## src/rtl/ccip_mmio_csr_responder_if.sv

```systemverilog
// MMIO request/response bundle between the CCI-P shim (host side) and the
// AFU CSR responder. Signal names follow the CCI-P header fields.
interface ccip_mmio_csr_responder_if;
    logic        mmio_rd_valid;
    logic        mmio_wr_valid;
    logic [15:0] mmio_addr;
    logic [1:0]  mmio_len;
    logic [8:0]  mmio_tid;
    logic [63:0] mmio_wdata;
    logic        rsp_valid;
    logic [8:0]  rsp_tid;
    logic [63:0] rsp_data;

    modport master (
        output mmio_rd_valid, mmio_wr_valid, mmio_addr, mmio_len, mmio_tid, mmio_wdata,
        input  rsp_valid, rsp_tid, rsp_data
    );

    modport slave (
        input  mmio_rd_valid, mmio_wr_valid, mmio_addr, mmio_len, mmio_tid, mmio_wdata,
        output rsp_valid, rsp_tid, rsp_data
    );
endinterface

```

## src/rtl/ccip_mmio_csr_responder.sv

```systemverilog
// AFU-side CCI-P MMIO responder: device-feature header, AFU GUID, CTL,
// free-running CYCLES counter and a small scratch file. Reads answer with a
// fixed two-cycle latency, one per cycle, with no backpressure.
module ccip_mmio_csr_responder #(
    parameter logic [63:0] DFH_VALUE   = 64'h1000_0000_0000_0001,
    parameter logic [63:0] AFU_ID_L    = 64'h0,
    parameter logic [63:0] AFU_ID_H    = 64'h0,
    parameter int          NUM_SCRATCH = 4
) (
    input  logic                            afu_clk,
    input  logic                            afu_softreset_n,
    ccip_mmio_csr_responder_if.slave        mmio,
    output logic [63:0]                     csr_ctl,
    output logic                            ctl_start_pulse
);
    // Qword indices (byte address / 8)
    localparam logic [14:0] QW_DFH      = 15'd0;
    localparam logic [14:0] QW_ID_L     = 15'd1;
    localparam logic [14:0] QW_ID_H     = 15'd2;
    localparam logic [14:0] QW_CTL      = 15'd5;
    localparam logic [14:0] QW_CYCLES   = 15'd6;
    localparam logic [14:0] QW_SCRATCH0 = 15'd7;

    localparam logic [1:0] LEN_4B = 2'd0;
    localparam logic [1:0] LEN_8B = 2'd1;

    // Merge write data into an existing qword: full 8B replace, or a 4B
    // update of the addressed DW half from the low 32 bits of the write data.
    function automatic logic [63:0] mergeWrite(
        input logic [63:0] oldVal,
        input logic [63:0] wdata,
        input logic        full,
        input logic        hiHalf
    );
        logic [63:0] res;
        if (full)
            res = wdata;
        else if (hiHalf)
            res = {wdata[31:0], oldVal[31:0]};
        else
            res = {oldVal[63:32], wdata[31:0]};
        return res;
    endfunction

    logic [14:0] qword;
    logic        addrHi;
    logic        wrFull;
    logic        wrHalf;
    logic        wrAccept;
    logic        hitCtl;
    logic        hitCycles;
    logic [63:0] ctlMerged;

    logic [63:1] ctlBits;
    logic [63:0] cycleCount;
    logic [63:0] scratch [NUM_SCRATCH];

    logic [63:0] rdSnap;
    logic        s1Valid;
    logic [8:0]  s1Tid;
    logic [1:0]  s1Len;
    logic        s1Hi;
    logic        s1Cycles;
    logic [63:0] s1Snap;
    logic [63:0] s1Qword;
    logic [63:0] rspNext;

    assign qword   = mmio.mmio_addr[15:1];
    assign addrHi  = mmio.mmio_addr[0];
    assign csr_ctl = {ctlBits, 1'b0};

    // Write qualification: 8B must be qword aligned; 64B and reserved lengths are dropped.
    always_comb begin
        wrFull    = mmio.mmio_wr_valid && (mmio.mmio_len == LEN_8B) && !addrHi;
        wrHalf    = mmio.mmio_wr_valid && (mmio.mmio_len == LEN_4B);
        wrAccept  = wrFull || wrHalf;
        hitCtl    = wrAccept && (qword == QW_CTL);
        hitCycles = wrAccept && (qword == QW_CYCLES);
        ctlMerged = mergeWrite({ctlBits, 1'b0}, mmio.mmio_wdata, wrFull, addrHi);
    end

    // CTL storage and start strobe; bit 0 is never stored, it only fires the strobe.
    always_ff @(posedge afu_clk or negedge afu_softreset_n) begin
        if (!afu_softreset_n) begin
            ctlBits         <= '0;
            ctl_start_pulse <= 1'b0;
        end else begin
            if (hitCtl)
                ctlBits <= ctlMerged[63:1];
            ctl_start_pulse <= hitCtl && ctlMerged[0];
        end
    end

    // Free-running cycle counter; any accepted write to it restarts from zero.
    always_ff @(posedge afu_clk or negedge afu_softreset_n) begin
        if (!afu_softreset_n)
            cycleCount <= '0;
        else if (hitCycles)
            cycleCount <= '0;
        else
            cycleCount <= cycleCount + 64'd1;
    end

    // Scratch register file.
    always_ff @(posedge afu_clk or negedge afu_softreset_n) begin
        if (!afu_softreset_n) begin
            for (int i = 0; i < NUM_SCRATCH; i++)
                scratch[i] <= '0;
        end else begin
            for (int i = 0; i < NUM_SCRATCH; i++)
                if (wrAccept && (qword == QW_SCRATCH0 + 15'(i)))
                    scratch[i] <= mergeWrite(scratch[i], mmio.mmio_wdata, wrFull, addrHi);
        end
    end

    // Snapshot of the addressed register during the request cycle, so a read
    // issued alongside a write returns the pre-write value. CYCLES is excluded
    // here and picked up live in stage 2.
    always_comb begin
        case (qword)
            QW_DFH:  rdSnap = DFH_VALUE;
            QW_ID_L: rdSnap = AFU_ID_L;
            QW_ID_H: rdSnap = AFU_ID_H;
            QW_CTL:  rdSnap = {ctlBits, 1'b0};
            default: rdSnap = '0;
        endcase
        for (int i = 0; i < NUM_SCRATCH; i++)
            if (qword == QW_SCRATCH0 + 15'(i))
                rdSnap = scratch[i];
    end

    // Stage 1: capture the read request.
    always_ff @(posedge afu_clk or negedge afu_softreset_n) begin
        if (!afu_softreset_n) begin
            s1Valid  <= 1'b0;
            s1Tid    <= '0;
            s1Len    <= '0;
            s1Hi     <= 1'b0;
            s1Cycles <= 1'b0;
            s1Snap   <= '0;
        end else begin
            s1Valid <= mmio.mmio_rd_valid;
            if (mmio.mmio_rd_valid) begin
                s1Tid    <= mmio.mmio_tid;
                s1Len    <= mmio.mmio_len;
                s1Hi     <= addrHi;
                s1Cycles <= (qword == QW_CYCLES);
                s1Snap   <= rdSnap;
            end
        end
    end

    // Response shaping: 8B aligned returns the qword, 4B returns the addressed
    // DW zero-extended, anything else answers with zero so the host never stalls.
    always_comb begin
        s1Qword = s1Cycles ? cycleCount : s1Snap;
        rspNext = '0;
        if ((s1Len == LEN_8B) && !s1Hi)
            rspNext = s1Qword;
        else if (s1Len == LEN_4B)
            rspNext = {32'h0, (s1Hi ? s1Qword[63:32] : s1Qword[31:0])};
    end

    // Stage 2: registered response onto c2.
    always_ff @(posedge afu_clk or negedge afu_softreset_n) begin
        if (!afu_softreset_n) begin
            mmio.rsp_valid <= 1'b0;
            mmio.rsp_tid   <= '0;
            mmio.rsp_data  <= '0;
        end else begin
            mmio.rsp_valid <= s1Valid;
            if (s1Valid) begin
                mmio.rsp_tid  <= s1Tid;
                mmio.rsp_data <= rspNext;
            end
        end
    end
endmodule

```

## src/flat_wrapper.sv

```systemverilog
// flat-port wrapper written by rule: the top's interface ports become plain ports
module ccip_mmio_csr_responder_flat 
#(
    parameter logic [63:0] DFH_VALUE   = 64'h1000_0000_0000_0001,
    parameter logic [63:0] AFU_ID_L    = 64'h0,
    parameter logic [63:0] AFU_ID_H    = 64'h0,
    parameter int          NUM_SCRATCH = 4
)
  (afu_clk, afu_softreset_n, csr_ctl, ctl_start_pulse, mmio_mmio_rd_valid, mmio_mmio_wr_valid, mmio_mmio_addr, mmio_mmio_len, mmio_mmio_tid, mmio_mmio_wdata, mmio_rsp_valid, mmio_rsp_tid, mmio_rsp_data);
  ccip_mmio_csr_responder_if mmio_i ();
  input  logic afu_clk;
  input  logic afu_softreset_n;
  output logic [63:0] csr_ctl;
  output logic ctl_start_pulse;
  input wire logic [$bits(mmio_i.mmio_rd_valid)-1:0] mmio_mmio_rd_valid;
  input wire logic [$bits(mmio_i.mmio_wr_valid)-1:0] mmio_mmio_wr_valid;
  input wire logic [$bits(mmio_i.mmio_addr)-1:0] mmio_mmio_addr;
  input wire logic [$bits(mmio_i.mmio_len)-1:0] mmio_mmio_len;
  input wire logic [$bits(mmio_i.mmio_tid)-1:0] mmio_mmio_tid;
  input wire logic [$bits(mmio_i.mmio_wdata)-1:0] mmio_mmio_wdata;
  output wire logic [$bits(mmio_i.rsp_valid)-1:0] mmio_rsp_valid;
  output wire logic [$bits(mmio_i.rsp_tid)-1:0] mmio_rsp_tid;
  output wire logic [$bits(mmio_i.rsp_data)-1:0] mmio_rsp_data;
  assign mmio_i.mmio_rd_valid = mmio_mmio_rd_valid;
  assign mmio_i.mmio_wr_valid = mmio_mmio_wr_valid;
  assign mmio_i.mmio_addr = mmio_mmio_addr;
  assign mmio_i.mmio_len = mmio_mmio_len;
  assign mmio_i.mmio_tid = mmio_mmio_tid;
  assign mmio_i.mmio_wdata = mmio_mmio_wdata;
  assign mmio_rsp_valid = mmio_i.rsp_valid;
  assign mmio_rsp_tid = mmio_i.rsp_tid;
  assign mmio_rsp_data = mmio_i.rsp_data;
  ccip_mmio_csr_responder #(.DFH_VALUE(DFH_VALUE), .AFU_ID_L(AFU_ID_L), .AFU_ID_H(AFU_ID_H), .NUM_SCRATCH(NUM_SCRATCH)) u_core (.afu_clk(afu_clk), .afu_softreset_n(afu_softreset_n), .mmio(mmio_i), .csr_ctl(csr_ctl), .ctl_start_pulse(ctl_start_pulse));
endmodule
```

## config.mk

```make
export PLATFORM = sky130hd
export DESIGN_NAME = ccip_mmio_csr_responder_flat
export DESIGN_NICKNAME = d
export VERILOG_FILES = /design/src/rtl/ccip_mmio_csr_responder_if.sv /design/src/rtl/ccip_mmio_csr_responder.sv /design/src/flat_wrapper.sv
export SDC_FILE = /design/constraint.sdc
export NUM_CORES = 1
export LEC_CHECK = 0
export ABC_AREA = 1
export CORE_AREA = 2 2 178 267
export DETAILED_ROUTE_END_ITERATION = 10
export DIE_AREA = 0 0 180 269
export GPL_ROUTABILITY_DRIVEN = 0
export PLACE_DENSITY = 0.74
export SLEW_MARGIN = 20
export SYNTH_ARGS = -nofsm -noshare
export SYNTH_HDL_FRONTEND = slang
export SYNTH_SLANG_ARGS = --single-unit
```

## constraint.sdc

```tcl
create_clock -name afu_clk -period 2.3 [get_ports afu_clk]
set_input_delay 0.23 -clock afu_clk [delete_from_list [all_inputs] [get_ports afu_clk]]
set_output_delay 0.23 -clock afu_clk [all_outputs]
set_load 0.005 [all_outputs]
```

Word level (Yosys, flattened, before mapping) --
Cells that the tools add are included.
Storage, ports and cells: bits in registers 536, output and inout port bits 139, logic and storage cells 73, bits of input ports 95
Cells by class: equal/unequal tests 9, reduce and logical (&&, ||, !) cells 28, muxes and demuxes 14, add/sub/neg operators 1
Operators by type and width (count):
- 64-bit 2-to-1 mux | 11
- 64-bit one-hot mux with 2 select lines | 1
- 64-bit by 1-bit adder with 64-bit output (second input constant) | 1
- 32-bit 2-to-1 mux | 2
- 15-bit by 3-bit == test with 1-bit output (second input constant) | 3
- 15-bit by 4-bit == test with 1-bit output (second input constant) | 3
- 2-bit AND reduction | 10
- 15-bit logical NOT | 1
- 1-bit logical AND | 11
- 2-bit by 1-bit == test with 1-bit output (second input constant) | 2
- 2-bit logical NOT | 2
- 1-bit logical NOT | 2
- 2-bit by 1-bit inequality test with 1-bit output (second input constant) | 1
- 2-bit nonzero test | 1
- 1-bit logical OR | 1

Depth between registers and ports, before layout --
depth in word-level cells 6, mapped depth 12, gate-level depth less buffers 10

Worst setup path before layout --
No wires, ideal clock.
kind register to register, start point register u_core.cycleCount[0], end point register u_core.cycleCount[56], setup slack 0.728 ns, stages on the path, launching flop included 9, setup time 0.121 ns, data arrival time 1.450 ns, period minus slack after synthesis 1.572 ns, buffers on the path 0, data required time 2.179 ns, cells stage by stage dfrtp_1 ha_1 nand2_1 nor2_4 nand2_1 nor3_1 nand4_1 nand2_1 nor2_1
On the way: longest elaborated chain between the ends 2
Ends and longest elaborated chain:
- start: declaration | line ccip_mmio_csr_responder.sv:55 | logic [63:0] cycleCount;
- start signal: assignment | line ccip_mmio_csr_responder.sv:101 | cycleCount <= cycleCount + 64'd1;
- 64-bit by 1-bit adder with 64-bit output | line ccip_mmio_csr_responder.sv:101
- 64-bit 2-to-1 mux | line ccip_mmio_csr_responder.sv:98 | else if (hitCycles)
No other way between the ends. A chain may end at the register's enable or synchronous reset.

Worst setup path in the final report --
start point register u_core.cycleCount[0], end point register u_core.cycleCount[60]
The elaborated chain is that of the path after synthesis.

==> impl_metrics.tcl <==
set metrics [dict create \
    outcome "finished, final reports clean" \
    clockBufferDepth 3 \
    layout_common_cells "nand2_1 (1055), dfrtp_1 (535), nor2_1 (324)" \
    drt-total-wl_um 74260 \
    final.period_utilization_pct 92.37 \
    place_ws_ns 0.06915 \
    antenna_found_initial 2 \
    cp-start-kind "flip-flop" \
    die_h_um 269 \
    core_sq_um 46240 \
    syn_inst 3187 \
    final_nets 3465 \
    grt_pass1_vias 21990 \
    p_sw_share_pct 23.02 \
    tightest_slew_ns 0.5903 \
    synth-async-reset-ratio_pct 100.0 \
    ys.flop_type "dfrtp_1" \
    p_sw_w 0.004417 \
    cts_tree "built" \
    synth_seq_cells 536 \
    max-slew-margin-rel_pct 60.50 \
    drc 0 \
    end_kind "flip-flop" \
    fp.dieW_um 180 \
    post_cts_buffers 0 \
    topRoutingLayerUsed "met4" \
    drt-vias-per-instance 5.648 \
    clk_latency_ns 0.58 \
    peakVddDrop_mv 0.5534 \
    avgRoutedWirePerCell_um 18.57 \
    grt_pass1_wl_um 119000 \
    yosysTopAreaCellShare_pct 53.32 \
    syn_nets 3283 \
    wl_met1_um 29970 \
    worstPathArrival_ns 2.62 \
    synth_edf_count 0 \
    fill_cells 3832 \
    power_density_nw_per_um2 637.5 \
    avgSynthCellArea_sq_um 7.894 \
    detailed_place_hpwl_um 52400 \
    maxSlewViolCount 0 \
    crit_required_ns 2.80 \
    fin_worst_skew_ns 0.01701 \
    synth_area_leader_cell "dfrtp_1" \
    rsz0062_at_grt "no" \
    hold_path.class "input port to async pin" \
    hold_viol_final 0 \
    dr_wl_met2_um 35770 \
    grt_max_degree 82 \
    fin_ws_ns 0.1754 \
    drive_above_1_share_pct 5.844 \
    wl_met3_um 5013 \
    p_seq_share_pct 50.1 \
    die_area_sq_um 48420 \
    layout_commonest_cell "nand2_1" \
    timing_worst_setup_path_type "flip-flop to flip-flop" \
    critPathMaxFanout 6 \
    post-route-min-period_ns 2.125 \
    fp-row-count 97 \
    synth.distinct_cells 41 \
    port_buffers 232 \
    initial_core_util_pct 54.40 \
    fmax_mhz 470.7 \
    numCtsBuffers 50 \
    drtIter0Drc 2277 \
    combinationalPowerShare_pct 6.3 \
    power_leakage_nw 14.35 \
    setup_viol 0 \
    setup_tns_ns 0 \
    path_clk_slew_ns 0.07 \
    seq_area_frac_synth_pct 53.32 \
    syn_area_sq_um 25160 \
    synth_area_leaders "dfrtp_1 (53%), nand2_1 (16%), o21ai_0 (6.0%)" \
    grt.total_usage_pct 30.75 \
    n_antenna_cell 0 \
    vias 22590 \
    ios 234 \
    ant_nets 0 \
    htreeDepth 2 \
    p_int_w 0.01477 \
    drtPass1Iterations 8 \
    root_buffer "clkbuf_16" \
    areaGrowthSynthToFinish_pct 19.68 \
    yosys_warnings 0 \
    gr-total-overflow 0 \
    cts.sinks 536 \
    drv_cap 0 \
    clkPwrFrac_pct 43.6 \
]
==> critical path: stages, from the launching register on <==
cell	delay, ns
dfrtp_1	0.38
ha_1	0.26
nand2_1	0.14
nor2_4	0.18
inv_1	0.06
nor2_1	0.47
nand2_1	0.18
o21ai_0	0.20
nand2_1	0.07
nor2_1	0.10
==> cells by family after synthesis <==
family          synth area share [%]
mux                           0.5570
fa+ha+maj                    0.04973
compound gates                 11.32
xor+xnor                       1.358
flops                          53.32
simple gates                   26.75
other cells                  0.01491
buf+inv                        6.625
==> final timing paths <==
path	startpoint	endpoint	slack (ns)	cells past startpoint
min in group afu_clk	mmio_mmio_tid[6]	u_core.s1Tid[6]$_DFFE_PN0P_	0.21	3
max	u_core.cycleCount[0]$_DFF_PN0_	u_core.cycleCount[60]$_DFF_PN0_	0.18	9
max reg2reg	u_core.cycleCount[0]$_DFF_PN0_	u_core.cycleCount[60]$_DFF_PN0_	0.18	9
min	afu_softreset_n	u_core.scratch[165]$_DFFE_PN0P_	0.17	2
min reg2reg	u_core.mmio.rsp_data[52]$_DFFE_PN0P_	u_core.mmio.rsp_data[52]$_DFFE_PN0P_	0.48	2
max in group asynchronous	afu_softreset_n	u_core.mmio.rsp_valid$_DFF_PN0_	1.32	3
==> Yosys cell counts, drive strengths merged (2+ instances only) <==
| master | n |
|---|---|
| o211ai | 4 |
| xnor2 | 12 |
| or2 | 4 |
| o22ai | 32 |
| clkbuf | 83 |
| o21ai | 434 |
| nor3b | 2 |
| nand3 | 234 |
| buf | 95 |
| a21oi | 4 |
| nand4 | 7 |
| inv | 229 |
| nor2 | 337 |
| dfrtp | 536 |
| mux2i | 14 |
| o221a | 2 |
| nand2 | 1062 |
| a31oi | 27 |
| a22o | 25 |
| xor2 | 27 |
| nor3 | 10 |
==> power by group through the flow <==
stage               combinational (W)  sequential [W]  clock (W)
floorplan                    0.000441         0.00978          0
global placement              0.00118         0.00978          0
detailed placement            0.00120         0.00979          0
CTS                           0.00121         0.00961    0.00845
global route                  0.00132         0.00962    0.00885
finish                        0.00120         0.00961    0.00838
==> sequential cells by signal (all words and copies together) (netlist names), 2 cells and up <==
name	count
u_core.scratch	256
u_core.s1Tid	9
u_core.s1Len	2
u_core.mmio.rsp_tid	9
u_core.mmio.rsp_data	64
u_core.cycleCount	64
u_core.ctlBits	63
u_core.s1Snap	64
==> what timing repair did <==
item	in CTS	in global routing
endpoints found under the hold margin	103	0
gates resized for setup	0	2
hold buffers	2	0
endpoints found under the setup margin	0	3
==> per-stage QoR <==
stage | util, % | hold slack (ns) | instances | power [W] | area, sq um
global placement | 61.51 | 0.1832 | 3909 | 0.01096 | 28440
global route | 65.11 | 0.1934 | 3999 | 0.01979 | 30110
finish | 65.11 | 0.1735 | 3999 | 0.01919 | 30110
CTS | 65.09 | 0.1705 | 3999 | 0.01927 | 30100
detailed placement | 61.51 | 0.1833 | 3909 | 0.01099 | 28440
floorplan | - | -0.06559 | 3187 | 0.01022 | 25160
==> routing by layer <==
layer | vias up | GRT usage [%]
li1 | 10540 | -
met1 | 10840 | 40.39
met2 | 1005 | 50.96
met3 | 207 | 4.038
met4 | 0 | 14.74
met5 | - | 0
==> area by class of cell <==
class	instances	area, sq um	share of cell area [%]
sequential	536	13410	44.56
multi-input combinational	2243	10110	33.59
timing repair buffer	308	3336	11.08
clock buffer	74	1473	4.892
inverter	230	863.3	2.868
tap	594	743.2	2.469
clock inverter	14	163.9	0.5444
(Power assumes the default switching activity.)
